[src/rtl/pipeline_stall_controller_pkg.sv]
// Shared pipeline-control definitions: FSM state encoding and
// default timeout / counter widths used by the stall controller.
package pipeline_stall_controller_pkg;

    localparam int DEF_MEM_TIMEOUT = 64;
    localparam int DEF_CNT_W       = 16;

    // Wide enough for the largest legal MEM_TIMEOUT (255).
    localparam int WAIT_W = 8;

    typedef enum logic [1:0] {
        RUN      = 2'd0,
        MEM_WAIT = 2'd1,
        ERROR    = 2'd2
    } ctrl_state_e;

endpackage

[src/rtl/pipeline_stall_controller_if.sv]
// Hazard/memory status in, pipeline hold/squash controls out.
// master: pipeline side (drives status); slave: stall controller.
interface pipeline_stall_controller_if;

    logic has_hazard;
    logic branch_taken;
    logic mem_req;
    logic sram_ready;

    logic freeze_all;
    logic stall_if;
    logic bubble_id_exe;
    logic flush_if_id;

    modport master (
        output has_hazard, branch_taken, mem_req, sram_ready,
        input  freeze_all, stall_if, bubble_id_exe, flush_if_id
    );

    modport slave (
        input  has_hazard, branch_taken, mem_req, sram_ready,
        output freeze_all, stall_if, bubble_id_exe, flush_if_id
    );

endinterface

[src/rtl/pipeline_stall_controller_sat_counter.sv]
// Saturating event counter: sync active-low reset, clr wins over inc.
// Ports: clk, rst_n, clr, inc, count[W-1:0].
module sat_counter #(
    parameter int W = 16
) (
    input  logic         clk,
    input  logic         rst_n,
    input  logic         clr,
    input  logic         inc,
    output logic [W-1:0] count
);

    always_ff @(posedge clk) begin
        if (!rst_n) begin
            count <= '0;
        end else if (clr) begin
            count <= '0;
        end else if (inc && (count != '1)) begin
            count <= count + 1'b1;
        end
    end

endmodule

[src/rtl/pipeline_stall_controller.sv]
// Pipeline stall/flush/freeze controller with memory-timeout FSM.
// Ports: clk, rst_n, cnt_clr, ctl (slave), mem_error, *_cnt.
module pipeline_stall_controller
    import pipeline_stall_controller_pkg::*;
#(
    parameter int MEM_TIMEOUT = DEF_MEM_TIMEOUT,
    parameter int CNT_W       = DEF_CNT_W
) (
    input  logic                        clk,
    input  logic                        rst_n,
    input  logic                        cnt_clr,
    pipeline_stall_controller_if.slave  ctl,
    output logic                        mem_error,
    output logic [CNT_W-1:0]            stall_cnt,
    output logic [CNT_W-1:0]            freeze_cnt,
    output logic [CNT_W-1:0]            flush_cnt
);

    localparam logic [WAIT_W-1:0] WAIT_LAST =
        WAIT_W'(MEM_TIMEOUT - 1);

    ctrl_state_e       state;
    ctrl_state_e       state_nxt;
    logic [WAIT_W-1:0] wait_cnt;
    logic [WAIT_W-1:0] wait_nxt;
    logic              freeze;
    logic              flush;
    logic              stall;

    always_ff @(posedge clk) begin
        if (!rst_n) begin
            state    <= RUN;
            wait_cnt <= '0;
        end else begin
            state    <= state_nxt;
            wait_cnt <= wait_nxt;
        end
    end

    // wait_cnt counts frozen cycles already spent, so the request
    // cycle in RUN loads 1 and the timeout fires on the cycle that
    // would be frozen cycle number MEM_TIMEOUT.
    always_comb begin
        state_nxt = state;
        wait_nxt  = wait_cnt;
        freeze    = 1'b0;
        unique case (state)
            RUN: begin
                if (ctl.mem_req && !ctl.sram_ready) begin
                    freeze    = 1'b1;
                    state_nxt = MEM_WAIT;
                    wait_nxt  = WAIT_W'(1);
                end
            end
            MEM_WAIT: begin
                if (ctl.sram_ready) begin
                    state_nxt = RUN;
                    wait_nxt  = '0;
                end else begin
                    freeze = 1'b1;
                    if (wait_cnt == WAIT_LAST) begin
                        state_nxt = ERROR;
                    end else begin
                        wait_nxt = wait_cnt + 1'b1;
                    end
                end
            end
            ERROR: begin
                freeze = 1'b1;
            end
            default: begin
                state_nxt = RUN;
                wait_nxt  = '0;
            end
        endcase
    end

    // Freeze dominates, then branch flush, then hazard stall.
    assign flush = ctl.branch_taken & ~freeze;
    assign stall = ctl.has_hazard & ~ctl.branch_taken & ~freeze;

    assign ctl.freeze_all    = freeze;
    assign ctl.flush_if_id   = flush;
    assign ctl.stall_if      = stall;
    assign ctl.bubble_id_exe = stall | flush;

    assign mem_error = (state == ERROR);

    sat_counter #(.W(CNT_W)) u_stall_cnt (
        .clk   (clk),
        .rst_n (rst_n),
        .clr   (cnt_clr),
        .inc   (stall),
        .count (stall_cnt)
    );

    sat_counter #(.W(CNT_W)) u_freeze_cnt (
        .clk   (clk),
        .rst_n (rst_n),
        .clr   (cnt_clr),
        .inc   (freeze),
        .count (freeze_cnt)
    );

    sat_counter #(.W(CNT_W)) u_flush_cnt (
        .clk   (clk),
        .rst_n (rst_n),
        .clr   (cnt_clr),
        .inc   (flush),
        .count (flush_cnt)
    );

endmodule

[src/flat_wrapper.sv]
// flat-port wrapper written by rule: the top's interface ports become plain ports
module pipeline_stall_controller_flat import pipeline_stall_controller_pkg::*;
#(
    parameter int MEM_TIMEOUT = DEF_MEM_TIMEOUT,
    parameter int CNT_W       = DEF_CNT_W
)
  (clk, rst_n, cnt_clr, mem_error, stall_cnt, freeze_cnt, flush_cnt, ctl_has_hazard, ctl_branch_taken, ctl_mem_req, ctl_sram_ready, ctl_freeze_all, ctl_stall_if, ctl_bubble_id_exe, ctl_flush_if_id);
  pipeline_stall_controller_if ctl_i ();
  input  logic clk;
  input  logic rst_n;
  input  logic cnt_clr;
  output logic mem_error;
  output logic [CNT_W-1:0] stall_cnt;
  output logic [CNT_W-1:0] freeze_cnt;
  output logic [CNT_W-1:0] flush_cnt;
  input wire logic [$bits(ctl_i.has_hazard)-1:0] ctl_has_hazard;
  input wire logic [$bits(ctl_i.branch_taken)-1:0] ctl_branch_taken;
  input wire logic [$bits(ctl_i.mem_req)-1:0] ctl_mem_req;
  input wire logic [$bits(ctl_i.sram_ready)-1:0] ctl_sram_ready;
  output wire logic [$bits(ctl_i.freeze_all)-1:0] ctl_freeze_all;
  output wire logic [$bits(ctl_i.stall_if)-1:0] ctl_stall_if;
  output wire logic [$bits(ctl_i.bubble_id_exe)-1:0] ctl_bubble_id_exe;
  output wire logic [$bits(ctl_i.flush_if_id)-1:0] ctl_flush_if_id;
  assign ctl_i.has_hazard = ctl_has_hazard;
  assign ctl_i.branch_taken = ctl_branch_taken;
  assign ctl_i.mem_req = ctl_mem_req;
  assign ctl_i.sram_ready = ctl_sram_ready;
  assign ctl_freeze_all = ctl_i.freeze_all;
  assign ctl_stall_if = ctl_i.stall_if;
  assign ctl_bubble_id_exe = ctl_i.bubble_id_exe;
  assign ctl_flush_if_id = ctl_i.flush_if_id;
  pipeline_stall_controller #(.MEM_TIMEOUT(MEM_TIMEOUT), .CNT_W(CNT_W)) u_core (.clk(clk), .rst_n(rst_n), .cnt_clr(cnt_clr), .ctl(ctl_i), .mem_error(mem_error), .stall_cnt(stall_cnt), .freeze_cnt(freeze_cnt), .flush_cnt(flush_cnt));
endmodule
[config.mk]
export PLATFORM = sky130hd
export DESIGN_NAME = pipeline_stall_controller_flat
export DESIGN_NICKNAME = d
export VERILOG_FILES = /design/src/rtl/pipeline_stall_controller_pkg.sv /design/src/rtl/pipeline_stall_controller_if.sv /design/src/rtl/pipeline_stall_controller_sat_counter.sv /design/src/rtl/pipeline_stall_controller.sv /design/src/flat_wrapper.sv
export SDC_FILE = /design/constraint.sdc
export NUM_CORES = 1
export LEC_CHECK = 0
export CELL_PAD_IN_SITES_DETAIL_PLACEMENT = 0
export CELL_PAD_IN_SITES_GLOBAL_PLACEMENT = 1
export CORE_UTILIZATION = 41
export DETAILED_ROUTE_END_ITERATION = 12
export PLACE_DENSITY_LB_ADDON = 0.1
export SKIP_LAST_GASP = 1
export SLEW_MARGIN = 20
export SYNTH_ARGS = -nofsm -noshare
export SYNTH_HDL_FRONTEND = slang
export SYNTH_SLANG_ARGS = --single-unit
[constraint.sdc]
create_clock -name clk -period 4.4 [get_ports clk]
set_clock_uncertainty 0.05 [all_clocks]
set_input_delay 0.88 -clock clk [delete_from_list [all_inputs] [get_ports clk]]
set_output_delay 0.88 -clock clk [all_outputs]
set_load 0.01 [all_outputs]
---- Word-level counts from Yosys, hierarchy flattened ----
Index checks and enable logic that the tools add are counted.
cells by class
  div/mod/pow operators ................... 0
  multipliers ............................. 0
  bitwise operators ....................... 8
  add/subtract/negate cells ............... 4
  muxes and demuxes ....................... 11
  eq/ne operators ......................... 9
  shift-type cells ........................ 0
  reductions and logical operators ........ 9
  magnitude comparators ................... 0
operators with widths
  kind                     count
  $add A16 B1 Y16 const B  3
  $ne A16 B16 Y1 const B   3
  $mux W8                  3
  $pmux W8 S3              1
  $add A8 B1 Y8 const B    1
  $eq A8 B6 Y1 const B     1
  $mux W2                  3
  $pmux W2 S3              1
  $reduce_and A3 Y1        2
  $logic_and A1 B1 Y1      4
  $not A1 Y1               4
  $and A1 B1 Y1            3
  $ne A3 B2 Y1 const B     1
  $ne A3 B3 Y1 const B     1
  $pmux W1 S3              1
  $eq A2 B1 Y1 const B     1
  $eq A2 B2 Y1 const B     1
  $logic_not A2 Y1         1
  $mux W1                  2
  $ne A2 B1 Y1 const B     1
  $reduce_or A2 Y1         1
  $logic_not A1 Y1         1
  $or A1 B1 Y1             1
word-level totals
  register bits ........................... 58
  bits in latches ......................... 0
  output and inout port bits .............. 53
  bits in read-only memories .............. 0
  memories kept ........................... 0
  bits in writable memories ............... 0
  input port bits ......................... 7

---- Longest topological paths before layout ----
Gate-level depths: netlist of the first run.
  depth in word-level cells ............... 7
  depth in mapped cells ................... 7
  depth with buffers taken out ............ 6

---- Cells and area by module ----
A second synthesis of the first run with hierarchy kept.
second synthesis, totals
  cell total of the unflattened synthesis .. 348
  area, all modules ....................... 3188.1 um^2
modules (own cells, without submodules)
  module                     area an instance (um^2)  instances  cells each  seq. area each (um^2)
  sat_counter                864.6                    3          91          320.3
  pipeline_stall_controller  594.3                    1          75          200.2

---- Worst setup path before layout of the first run ----
Ideal clock, no wire load.
  kind .................................... input -> output
  start point ............................. in ctl_sram_ready
  end point ............................... out ctl_flush_if_id
  buffers on the path ..................... 1
  arrival ................................. 1685 ps
  path slack .............................. 1785 ps
  stages .................................. 4
  required time ........................... 3470 ps
  path through ............................ or2_4 -> o211ai_2 -> buf_2 -> inv_1
on the way
  longest elaborated chain between the ends .. 6
  elaborated cells on any way between the ends .. 7
ends and longest elaborated chain
  element              line                             source
  start: declaration   flat_wrapper.sv:19               input wire logic [$bits(ctl_i.sram_ready)-1:0] ctl_sram_ready;
  $logic_not A1 Y1     pipeline_stall_controller.sv:49  if (ctl.mem_req && !ctl.sram_ready) begin
  $logic_and A1 B1 Y1  pipeline_stall_controller.sv:49
  $mux W1              pipeline_stall_controller.sv:49
  $pmux W1 S3 (*)      pipeline_stall_controller.sv:47  unique case (state)
  $not A1 Y1 (*)       pipeline_stall_controller.sv:79  assign flush = ctl.branch_taken & ~freeze;
  $and A1 B1 Y1 (*)    pipeline_stall_controller.sv:79
  end: declaration     flat_wrapper.sv:23               output wire logic [$bits(ctl_i.flush_if_id)-1:0] ctl_flush_if_id;
Mark *: on every way between the ends. The rest lies on a longest branch, timed or not.

---- Final worst setup path of the first run ----
Same ends and word-level chain as after synthesis.

==> results of run 1 <==
==> registers in the layout (all words and copies together), names as in the netlist <==
name and flops:
u_core.state 2, u_core.u_flush_cnt.count 16, u_core.u_freeze_cnt.count 16, u_core.u_stall_cnt.count 16, u_core.wait_cnt 8
==> per-layer routing <==
metal / track usage (%) / routed length, um
met2: 31.5 / 3070
met1: 25.3 / 3340
met4: 5.37 / 86
met5: 0 / 0
met3: 6.07 / 385
==> tightest hold or removal path: stages (launching register included) <==
cell	delay [ns]
dfxtp_1	0.33
nand2_1	0.05
o21ai_0	0.06
==> cell usage after synthesis (all sizes together), types with 5 or more instances <==
master	number
a211oi	5
a21oi	14
and3	7
and4	10
clkbuf	10
dfxtp	58
inv	6
nand2	26
nand3	18
nand4	14
nor2	54
nor3	18
nor4	12
nor4b	5
o21ai	12
xnor2	31
==> logic make-up after synthesis <==
kind of cell / synth area share (%)
compound gates: 12.0
buf+inv: 2.97
flops: 38.8
xor+xnor: 9.95
mux: 1.00
fa+ha+maj: 1.67
simple gates: 33.7
==> cell type report <==
type / count / area share [%]
Clock buffer: 11 / 3.87
Inverter: 6 / 0.576
Tap cell: 96 / 3.07
Sequential cell: 58 / 29.7
Clock inverter: 5 / 2.56
Timing Repair Buffer: 62 / 15.7
Multi-Input combinational cell: 273 / 44.6
==> stage by stage <==
stage | cell area (sq um) | power (W) | utilization [%] | setup slack (ns)
after detailed placement | 3660 | 0.000609 | 53.0 | 0.697
final | 3910 | 0.00122 | 56.6 | 0.695
after floorplan | 2990 | 0.000585 | - | 1.78
after global routing | 3910 | 0.00126 | 56.6 | 0.592
after global placement | 3660 | 0.000610 | 53.0 | 0.696
after CTS | 3910 | 0.00123 | 56.6 | 0.681
==> power by group through the flow <==
| stage | logic, W | registers, W | clock network (W) |
|---|---|---|---|
| 6_report | 0.0000650 | 0.000532 | 0.000619 |
| 5_1_grt | 0.0000721 | 0.000533 | 0.000656 |
| 2_1_floorplan | 0.0000405 | 0.000544 | 0 |
| 3_3_place_gp | 0.0000652 | 0.000544 | 0 |
| 4_1_cts | 0.0000654 | 0.000532 | 0.000633 |
| 3_5_place_dp | 0.0000650 | 0.000544 | 0 |
==> cell usage in the layout, fill, tap and decap left out, types with 5 or more instances in the layout <==
master / n
clkdlybuf4s50_1: 59
dfxtp_1: 58
inv_1: 6
clkbuf_8: 11
and3_1: 7
o21ai_0: 11
and4_1: 10
nand3_1: 18
xnor2_1: 31
nor2_1: 53
a211oi_1: 5
nor4_1: 7
a21oi_1: 14
nand2_1: 26
nand4_1: 14
nor3_1: 17
==> worst max-delay path by stage <==
stage                                 end
after CTS                 ctl_flush_if_id
after detailed placement  ctl_flush_if_id
after global placement    ctl_flush_if_id
after global routing      ctl_flush_if_id
final                     ctl_flush_if_id
after floorplan           ctl_flush_if_id
==> results_dict.tcl, run 1 <==
set metrics [dict create \
    status "finished, final reports clean" \
    crit_arrival_ns 2.78 \
    crit_path_start_kind "primary input" \
    power_density_nw_per_um2 311 \
    first_pass_iters 4 \
    cts_setup_buffers 0 \
    synth_nets 362 \
    hold_class "reg -> reg" \
    port_buffers 59 \
    dieArea_sq_um 7650 \
    avgSynthCellArea_sq_um 8.53 \
    initial_utilization_pct 43.3 \
    hpwl_mm 4.95 \
    postRouteAntennaNets 0 \
    combPwrFrac_pct 5.3 \
    gp_congestion 0.764 \
    whs_ns 0.437 \
    period_needed_ns 3.71 \
    cts_buffer_depth 2 \
    grt_pass1_wl_mm 11.8 \
    setup_viol 0 \
    syn_inst 351 \
    yosys.area.top_type "dfxtp_1" \
    cts_hold_buf 0 \
    p_sw_w 0.000257 \
    avgRoutedWirePerCell_um 13.5 \
    clockRootBuffer "clkbuf_8" \
    syn_area_sq_um 2990 \
    startpoint "ctl_sram_ready" \
    placed_cells 495 \
    nNetsFinal 421 \
    grt_pass1_vias 2512 \
    p_sw_share_pct 21.1 \
    layout-drive-gt1-share_pct 9.16 \
    cp_common_cell "clkdlybuf4s50_1" \
    register_area_sq_um 1160 \
    ys.flop_type "dfxtp_1" \
    dieHeight_um 87.4 \
    antenna_found_initial 0 \
    die_x_um 87.4 \
    hold_end "u_core.wait_cnt[1]$_SDFFE_PN0P_" \
    grt_setup_unrepaired "false" \
    routed_wl_mm 6.89 \
    p_seq_share_pct 43.8 \
    io_pins 60 \
    relSlewSlack_pct 54.2 \
    cap_violations 0 \
    maxSlewViolCount 0 \
    finalHoldViolCount 0 \
    worstPathCellList "clkdlybuf4s50_1 -> or2_4 -> o211ai_2 -> inv_1 -> clkdlybuf4s50_1" \
    synthArstFlopShare_pct 0 \
    synthDistinctLibCells 52 \
    rows 30 \
    syn2layout_area_growth_pct 30.7 \
    required_ns 3.47 \
    num_vias 2774 \
    core_area_sq_um 6910 \
    nFillCells 677 \
    regToRegSetupSlack_ns 2.36 \
    hp-start "u_core.wait_cnt[1]$_SDFFE_PN0P_" \
    cts_buffers 9 \
    crit_path_end_kind "primary output" \
    max_freq_mhz 270 \
    antennaDiodeCount 0 \
    cp_slowest_cell "o211ai_2" \
    cts_resized 0 \
    worst_pin_slew_ns 0.685 \
    ys_seq_elements 58 \
    vias_per_cell 5.43 \
    path_class "in -> out" \
    htree_levels 3 \
    synthTopCellsByArea "dfxtp_1 (39%), xnor2_1 (9.1%), nor2_1 (6.6%)" \
    synth-seq-area-share_pct 38.8 \
    rr_endpoint "u_core.u_freeze_cnt.count[2]$_SDFFE_PP0P_" \
    peakVddDrop_mv 0.181 \
    worstSkewPairLatency_ns 0.34 \
    grt_max_degree 24 \
    path_max_fanout 15 \
    crit_buf_inv 3 \
    cts.clk_slew.worst_paths_ns 0.07 \
    cpPeakStageDelay_ns 0.56 \
    cp.depth 5 \
    multi_input_area_sq_um 1740 \
    power.leakage_nw 1.30 \
    fin_crit_sh_pct 84.2 \
    remaining_drc_errors 0 \
    stdcell_count 511 \
    reg2reg_from "u_core.u_freeze_cnt.count[0]$_SDFFE_PP0P_" \
    synth-edff-count 0 \
    grt.overflow.total 0 \
    tns_ns 0 \
    clockPowerShare_pct 50.9 \
    yosysWarnings 0 \
    cellInternalPower_w 0.000959 \
    cts_tree "done" \
    clock_sink_count 58 \
    reg2regPathDepth 6 \
    worstHoldPathCells 2 \
    initialDrtViolationCount 147 \
    globalRouteTotalUtil_pct 19.6 \
    netlist.area_leader.share_pct 38.8 \
    crit_family "buffers and inverters" \
]
Note: power is estimated with default switching activity, not from simulation.
==> inputs of run 2 (changes only) <==
--- a/config.mk
+++ b/config.mk
@@ -7,7 +7,7 @@
 export LEC_CHECK = 0
 export CELL_PAD_IN_SITES_DETAIL_PLACEMENT = 0
 export CELL_PAD_IN_SITES_GLOBAL_PLACEMENT = 1
-export CORE_UTILIZATION = 41
+export CORE_UTILIZATION = 38
 export DETAILED_ROUTE_END_ITERATION = 12
 export PLACE_DENSITY_LB_ADDON = 0.1
 export SKIP_LAST_GASP = 1
==> constraint.sdc (replaced) <==
create_clock -name clk -period 3.8 [get_ports clk]
set_clock_uncertainty 0.05 [all_clocks]
set_input_delay 0.76 -clock clk [delete_from_list [all_inputs] [get_ports clk]]
set_output_delay 0.76 -clock clk [all_outputs]
set_load 0.01 [all_outputs]
==> run 2 against run 1 <==
Compared with the run above:
- sequential power rose by 16%
- critical path depth rose by 1
- clock power fell by 6.1%
- cell area fell by 1.1%
- critical endpoint is now ctl_bubble_id_exe
==> results_dict.tcl, run 2 (same netlist as run 1, synthesis figures left out) <==
set metrics [dict create \
    antenna_found_initial 0 \
    crit_path_start_kind "primary input" \
    cellInternalPower_w 0.000981 \
    hpwl_mm 5.08 \
    maxSlewViolCount 0 \
    first_pass_iters 4 \
    grt.overflow.total 0 \
    worst_pin_slew_ns 0.825 \
    power_density_nw_per_um2 329 \
    regToRegSetupSlack_ns 1.81 \
    whs_ns 0.431 \
    cts_setup_buffers 0 \
    power.leakage_nw 1.27 \
    syn2layout_area_growth_pct 29.3 \
    nFillCells 742 \
    remaining_drc_errors 0 \
    crit_arrival_ns 2.53 \
    globalRouteTotalUtil_pct 18.3 \
    peakVddDrop_mv 0.174 \
    reg2regPathDepth 6 \
    final_cell_mix "clkdlybuf4s50_1 (59), dfxtp_1 (58), nor2_1 (53)" \
    hold_class "reg -> reg" \
    dieHeight_um 90.7 \
    grt_pass1_wl_mm 12.2 \
    tns_ns 0 \
    initialDrtViolationCount 78 \
    cp-endpoint "ctl_bubble_id_exe" \
    required_ns 2.99 \
    layout-drive-gt1-share_pct 8.65 \
    vias_per_cell 5.23 \
    htree_levels 3 \
    port_buffers 59 \
    startpoint "ctl_mem_req" \
    grt_setup_unrepaired "false" \
    placed_cells 499 \
    crit_path_end_kind "primary output" \
    total_power_w 0.00127 \
    relSlewSlack_pct 45.0 \
    layout_commonest_cell "clkdlybuf4s50_1" \
    setup_viol 0 \
    stdcell_count 515 \
    cts_resized 0 \
    cts_tree "done" \
    die_x_um 90.7 \
    gp_congestion 0.789 \
    rr_endpoint "u_core.u_freeze_cnt.count[2]$_SDFFE_PP0P_" \
    p_seq_share_pct 48.4 \
    largestRegisters "u_core.u_flush_cnt.count (16), u_core.u_freeze_cnt.count (16), u_core.u_stall_cnt.count (16)" \
    layout_setup_ws_ns 0.465 \
    cts_hold_buf 0 \
    reg2reg_from "u_core.u_freeze_cnt.count[0]$_SDFFE_PP0P_" \
    p_sw_share_pct 23.0 \
    finalHoldViolCount 0 \
    combPwrFrac_pct 5.9 \
    rows 31 \
    cts_buffer_depth 2 \
    cts_buffers 9 \
    routed_wl_mm 7.18 \
    pre_cts_slack_ns 0.468 \
    p_sw_w 0.000292 \
    max_freq_mhz 300 \
    core_area_sq_um 7450 \
    path_max_fanout 14 \
    grt_max_degree 23 \
    clockRootBuffer "clkbuf_8" \
    status "finished, final reports clean" \
    clock_sink_count 58 \
    clockPowerShare_pct 45.6 \
    num_vias 2694 \
    period_needed_ns 3.34 \
    worstSkewPairLatency_ns 0.33 \
    dieArea_sq_um 8230 \
    fin_crit_sh_pct 87.8 \
    antennaDiodeCount 0 \
    postRouteAntennaNets 0 \
    nNetsFinal 422 \
    initial_utilization_pct 40.2 \
    path_class "in -> out" \
    grt_pass1_vias 2476 \
    cap_violations 0 \
    io_pins 60 \
    avgRoutedWirePerCell_um 13.9 \
    cts.clk_slew.worst_paths_ns 0.06 \
]
## run 2: cell count changes in the layout (fill, tap and decap cells not counted)
| cell | change |
|---|---|
| clkbuf_1 | +3 |
| buf_4 | +1 |
| clkinv_2 | -1 |
| bufinv_16 | -2 |
## run 2: worst max-delay path, stage by stage
cell and delay, ns:
clkdlybuf4s50_1 0.47, nor2_2 0.23, o21a_4 0.26, inv_1 0.13, nor2_1 0.12, clkdlybuf4s50_1 0.54
## run 2: worst min path at each step
| stage | end | slack (ns) | startpoint | cells past startpoint |
|---|---|---|---|---|
| after CTS | u_core.wait_cnt[1]$_SDFFE_PN0P_ | 0.44 | u_core.wait_cnt[1]$_SDFFE_PN0P_ | 2 |
| after detailed placement | u_core.wait_cnt[1]$_SDFFE_PN0P_ | 0.43 | u_core.wait_cnt[1]$_SDFFE_PN0P_ | 2 |
| after global placement | u_core.wait_cnt[1]$_SDFFE_PN0P_ | 0.42 | u_core.wait_cnt[1]$_SDFFE_PN0P_ | 2 |
| after floorplan | u_core.wait_cnt[1]$_SDFFE_PN0P_ | 0.40 | u_core.wait_cnt[1]$_SDFFE_PN0P_ | 2 |
| after global routing | u_core.wait_cnt[1]$_SDFFE_PN0P_ | 0.45 | u_core.wait_cnt[1]$_SDFFE_PN0P_ | 2 |
| final | u_core.wait_cnt[1]$_SDFFE_PN0P_ | 0.43 | u_core.wait_cnt[1]$_SDFFE_PN0P_ | 2 |
## run 2: per-stage QoR
step,cell area (sq um),utilization [%]
6_report,3870,51.9
5_1_grt,3870,51.9
4_1_cts,3870,51.9
3_5_place_dp,3670,49.3
3_3_place_gp,3670,49.3
2_1_floorplan,2990,-
## run 2: final cells by class
| class | instances | area [sq um] | area share (%) |
|---|---|---|---|
| Inverter | 6 | 22.5 | 0.582 |
| Timing Repair Buffer | 63 | 621 | 16.0 |
| Sequential cell | 58 | 1160 | 30.0 |
| Multi-Input combinational cell | 273 | 1740 | 45.1 |
| Tap cell | 99 | 124 | 3.20 |
| Clock inverter | 2 | 35.0 | 0.906 |
| Clock buffer | 14 | 163 | 4.20 |
## run 2: power groups by stage
stage	Combinational (W)	Sequential (W)	Clock, W
4_1_cts	0.0000769	0.000616	0.000601
5_1_grt	0.0000844	0.000617	0.000628
3_5_place_dp	0.0000766	0.000630	0
2_1_floorplan	0.0000469	0.000630	0
6_report	0.0000757	0.000617	0.000581
3_3_place_gp	0.0000763	0.000630	0
## run 2: routing by layer
metal | wire, um | vias to the layer above | global-route usage (%)
met5 | 0 | - | 0
met4 | 50 | 0 | 5.24
met3 | 348 | 4 | 5.64
met2 | 3350 | 74 | 28.6
met1 | 3440 | 1225 | 24.0
li1 | - | 1391 | -
